**config.mk**
```make
export PLATFORM = sky130hd
export DESIGN_NAME = mem_port_arbiter
export DESIGN_NICKNAME = d
export VERILOG_FILES = /design/src/rtl/mem_port_arbiter.sv
export SDC_FILE = /design/constraint.sdc
export NUM_CORES = 1
export LEC_CHECK = 0
export ABC_AREA = 0
export CAP_MARGIN = 20
export CORE_MARGIN = 4
export CORE_UTILIZATION = 44
export DETAILED_ROUTE_END_ITERATION = 8
export PLACE_DENSITY = 0.86
export RECOVER_POWER = 25
export SYNTH_ARGS = -nofsm -noshare
export SYNTH_HDL_FRONTEND = slang
export SYNTH_SLANG_ARGS = --single-unit
```
**constraint.sdc**
```tcl
create_clock -name clk -period 3.45 [get_ports clk]
set_input_delay 0.5175 -clock clk [delete_from_list [all_inputs] [get_ports clk]]
set_output_delay 0.5175 -clock clk [all_outputs]
set_load 0.03 [all_outputs]
```
**src/rtl/mem_port_arbiter.sv**
```systemverilog
// Two-requester arbiter for a single-port memory with a registered read.
// Round-robin fairness, plus a bounded burst lock for the peripheral port.
module mem_port_arbiter #(
    parameter int WIDTH     = 32,
    parameter int ADDR_W    = 8,
    parameter int MAX_BURST = 4
) (
    input  logic              clk,
    input  logic              rst,
    input  logic              c_req,
    input  logic              c_we,
    input  logic [ADDR_W-1:0] c_addr,
    input  logic [WIDTH-1:0]  c_wdata,
    output logic              c_gnt,
    output logic              c_rvalid,
    output logic [WIDTH-1:0]  c_rdata,
    input  logic              p_req,
    input  logic              p_we,
    input  logic [ADDR_W-1:0] p_addr,
    input  logic [WIDTH-1:0]  p_wdata,
    input  logic              p_lock,
    output logic              p_gnt,
    output logic              p_rvalid,
    output logic [WIDTH-1:0]  p_rdata,
    output logic [ADDR_W-1:0] m_addr,
    output logic              m_we,
    output logic [WIDTH-1:0]  m_wdata,
    input  logic [WIDTH-1:0]  m_rdata,
    output logic              busy,
    output logic              owner
);
    localparam int BW = $clog2(MAX_BURST + 1);
    localparam logic [BW-1:0] BMAX = BW'(MAX_BURST);

    typedef enum logic [1:0] {IDLE, ACC, RD} state_t;

    state_t            state_q;
    logic              win_q;
    logic              we_q;
    logic              owner_q;
    logic [BW-1:0]     burst_q;
    logic [ADDR_W-1:0] m_addr_q;
    logic              m_we_q;
    logic [WIDTH-1:0]  m_wdata_q;
    logic              c_gnt_q;
    logic              p_gnt_q;
    logic              c_rv_q;
    logic              p_rv_q;
    logic [WIDTH-1:0]  c_rdata_q;
    logic [WIDTH-1:0]  p_rdata_q;

    logic              win_d;
    logic [BW-1:0]     burst_d;
    logic              sel_we;
    logic [ADDR_W-1:0] sel_addr;
    logic [WIDTH-1:0]  sel_wdata;

    // win_d: 0 = core, 1 = peripheral
    always_comb begin
        win_d = p_req;
        if (c_req && p_req) begin
            if (p_lock) begin
                win_d = (burst_q < BMAX);
            end else begin
                win_d = ~owner_q;
            end
        end
    end

    always_comb begin
        burst_d = burst_q;
        if (state_q == IDLE) begin
            if (!p_lock) begin
                burst_d = '0;
            end
            if (c_req || p_req) begin
                if (!win_d) begin
                    burst_d = '0;
                end else if (p_lock && c_req && burst_q != BMAX) begin
                    burst_d = burst_q + 1'b1;
                end
            end
        end
    end

    assign sel_we    = win_d ? p_we    : c_we;
    assign sel_addr  = win_d ? p_addr  : c_addr;
    assign sel_wdata = win_d ? p_wdata : c_wdata;

    always_ff @(posedge clk) begin
        if (!rst) begin
            state_q   <= IDLE;
            win_q     <= 1'b0;
            we_q      <= 1'b0;
            owner_q   <= 1'b1;
            burst_q   <= '0;
            m_addr_q  <= '0;
            m_we_q    <= 1'b0;
            m_wdata_q <= '0;
            c_gnt_q   <= 1'b0;
            p_gnt_q   <= 1'b0;
            c_rv_q    <= 1'b0;
            p_rv_q    <= 1'b0;
            c_rdata_q <= '0;
            p_rdata_q <= '0;
        end else begin
            c_gnt_q <= 1'b0;
            p_gnt_q <= 1'b0;
            c_rv_q  <= 1'b0;
            p_rv_q  <= 1'b0;
            m_we_q  <= 1'b0;
            burst_q <= burst_d;
            unique case (state_q)
                IDLE: begin
                    if (c_req || p_req) begin
                        state_q   <= ACC;
                        win_q     <= win_d;
                        owner_q   <= win_d;
                        we_q      <= sel_we;
                        m_we_q    <= sel_we;
                        m_addr_q  <= sel_addr;
                        m_wdata_q <= sel_wdata;
                        c_gnt_q   <= ~win_d;
                        p_gnt_q   <= win_d;
                    end
                end
                ACC: begin
                    if (we_q) begin
                        state_q <= IDLE;
                    end else begin
                        state_q <= RD;
                        c_rv_q  <= ~win_q;
                        p_rv_q  <= win_q;
                    end
                end
                RD: begin
                    state_q <= IDLE;
                    if (win_q) begin
                        p_rdata_q <= m_rdata;
                    end else begin
                        c_rdata_q <= m_rdata;
                    end
                end
                default: state_q <= IDLE;
            endcase
        end
    end

    // Read data passes straight through in RD, then is held from the capture.
    assign c_rdata  = (state_q == RD && !win_q) ? m_rdata : c_rdata_q;
    assign p_rdata  = (state_q == RD &&  win_q) ? m_rdata : p_rdata_q;
    assign c_gnt    = c_gnt_q;
    assign p_gnt    = p_gnt_q;
    assign c_rvalid = c_rv_q;
    assign p_rvalid = p_rv_q;
    assign m_addr   = m_addr_q;
    assign m_we     = m_we_q;
    assign m_wdata  = m_wdata_q;
    assign busy     = (state_q != IDLE);
    assign owner    = owner_q;
endmodule

```
==> metrics <==
Leakage=3.16 nW; Vias=3,762; antenna cells=0; most common cell after layout, fill and taps aside=clkdlybuf4s50_1; Synth area leader=dfxtp_1; RSZ-0062 raised after global routing=no; crit path kind=flop to output port; DRC=0; routed vias/inst=4.93; Fin Clk Skew=7.41 ps; hold path cells=2; post-DP HPWL=10,000 um; Std-Cell Rows=37; post-synth cell types=29; Root Driver=clkbuf_8; Slew headroom=-52.1%; Worst Path Buf+Inv=2; crit path capture type=output port; # nets final=737; f_max=0.310 GHz; syn avg cell area=12.2 um2; post-synthesis net count=510; GRT Total Usage=21.8%; Final Hold Viols=0; yosys warns=0; crit path time final=3220 ps; CTS clk-pin slew, worst paths=50 ps; slowest cell on the critical path=clkdlybuf4s50_1; r2r worst-path depth=5; starting density of the core=45.4%; worst path required time=2930 ps; PortBufs=229; period utilization=93.4%; most frequent cells in the layout=clkdlybuf4s50_1 (226), dfxtp_1 (117), and2_1 (48); outcome=finished with violations; synth top area cells=dfxtp_1 (50%), mux2_4 (9.5%), mux2i_1 (8.9%), and2_1 (8.6%), o2bb2ai_1 (7.8%); total clock sinks=117; Filler cells=693; DIE AREA=12,500 um2; chip width=112 um; register area share after synthesis=49.5%; initial antenna violation count=0; IO Pins=230; Final WS setup=228 ps; Synth Cell Area=4730 um2; maximum fanout along the worst path=32; Final Max Tran Viols=83; first-pass GRT wire length=21,600 um; CTS Buf Count=17; Top delay family on crit path=buffers and inverters; CP Launch Type=flop; Pwr Total=3.91 mW; Worst Hold Path EP=c_gnt; final setup fails=0; #FFs+latches synth=117; Core ar.=10,400 um2; Slew @ Worst Pin=2280 ps; worst slack at placement=619 ps; failing checks=capacitance limit, slew limit; vias in the first global route=4,018; GP Congestion=0.955; DR iter-0 viols=184; critical path data arrival time=2700 ps; final setup TNS=0 ps; highest cell delay on the worst timing path=600 ps; max_cap viols=2; Max IR drop VDD=326 uV; FF-to-FF End=m_wdata[24]; R2R Path Start=burst_q[2]; clk_lat worst skew=510 ps; PwrDens=508 nW/um2; Worst R2R Setup Slack=960 ps; CTS Hold Bufs=0; htree depth=4; CTS tree=yes; largest net degree at the start of global routing=69; fraction of layout instances using a drive strength above 1=15.6%; crit path cell chain=nor3b_4 > buf_4 > mux2_2 > clkdlybuf4s50_1; CTS max path bufs=2; worst min-delay path category=primary input to flop; drt first pass iters=4; routed wire length=13,800 um; post-route ant nets=0; P&R area growth vs syn=62.8%; GRT overflow=0; routed len/inst=18.1 um; min-delay src=rst; Die Ht=112 um; Synth top area share=49.5%; Synth Instances=389
-- worst max path at each step --
stage                       end  slack [ps]  depth (start not counted)        from
floorplan            c_rdata[0]        1670                          3  state_q[1]
global placement    p_rdata[22]         660                          4  state_q[0]
detailed placement  p_rdata[15]         620                          4  state_q[0]
CTS                 p_rdata[15]          60                          4  state_q[0]
global route        c_rdata[30]          90                          4  state_q[1]
finish              c_rdata[30]         230                          4  state_q[1]
-- kinds of logic (layout without fill, tap and decap cells) --
family	Yosys count	in the layout	share of synthesized area, %
AO/OA/AOI/OAI	49	49	8.73
AND/OR/NAND/NOR	80	80	10.8
buffers and inverters	35	273	3.91
flip-flops	117	117	49.5
multiplexers	106	106	26.5
adder cells (fa/ha/maj)	2	2	0.529
-- cell usage after synthesis --
cell type / n
inv_1: 7
nor2_1: 3
o2bb2ai_1: 42
nor2b_1: 4
mux2_2: 31
buf_4: 5
mux2_4: 30
buf_6: 3
nor3_1: 1
dfxtp_1: 117
ha_1: 2
and3_1: 1
o31ai_1: 1
a21oi_1: 1
o21a_1: 1
nand3b_2: 1
clkbuf_1: 10
nand4b_1: 1
mux2i_1: 42
a22oi_1: 2
o21ai_1: 1
nor4bb_1: 1
mux2_1: 3
and2_1: 65
buf_2: 10
nand2_1: 1
nor3b_4: 1
nand3_1: 1
o21ai_0: 1
-- where the power goes --
part / internal (mW) / switching [mW]
Clock: 1.15 / 0.582
Combinational: 0.365 / 0.357
Sequential: 1.43 / 0.0378
Total: 2.94 / 0.977
-- worst register-to-register path: stages (launching register included) --
cell	delay (ps)
dfxtp_1	360
mux2i_1	100
o21ai_1	1180
buf_12	340
mux2i_1	280
o2bb2ai_1	110
-- per-stage QoR --
stage                     hold WS (ps)  cells  instance area, um2  util (%)
after global routing               330    763                7700      73.9
after CTS                          305    763                7710      74.0
after global placement             440    733                7120      68.4
final                              344    763                7700      73.9
after detailed placement           446    733                7120      68.4
after floorplan                    415    389                4730         -
-- final cells by class --
cell class	instances	area, um2	share of cell area [%]
clock inverters	8	125	1.62
multi-input cells	237	2210	28.8
flip-flops and latches	117	2340	30.4
well taps	136	170	2.21
repair buffers	236	2360	30.6
clock buffers	22	463	6.01
inverters	7	26.3	0.341
-- state kept, by name, indices dropped and copies added (netlist names) --
| register | cells |
|---|---|
| burst_q | 3 |
| c_gnt | 1 |
| c_rdata_q | 32 |
| c_rvalid | 1 |
| m_addr | 8 |
| m_wdata | 32 |
| m_we | 1 |
| owner | 1 |
| p_gnt | 1 |
| p_rdata_q | 32 |
| p_rvalid | 1 |
| state_q | 2 |
| we_q | 1 |
| win_q | 1 |
-- repair_timing --
action | 4_1_cts | 5_1_grt
gates resized for setup | 0 | 1
buffers inserted | 0 | 0
endpoints found under the setup margin | 0 | 3
-- routing by layer --
metal	up-vias	track usage, %	routed length, um
met3	16	8.97	1300
met5	-	0	0
met1	1747	25.6	5600
met2	176	36.3	6690
li1	1823	-	-
met4	0	6.89	250
Power figures use the tool's default switching activity.
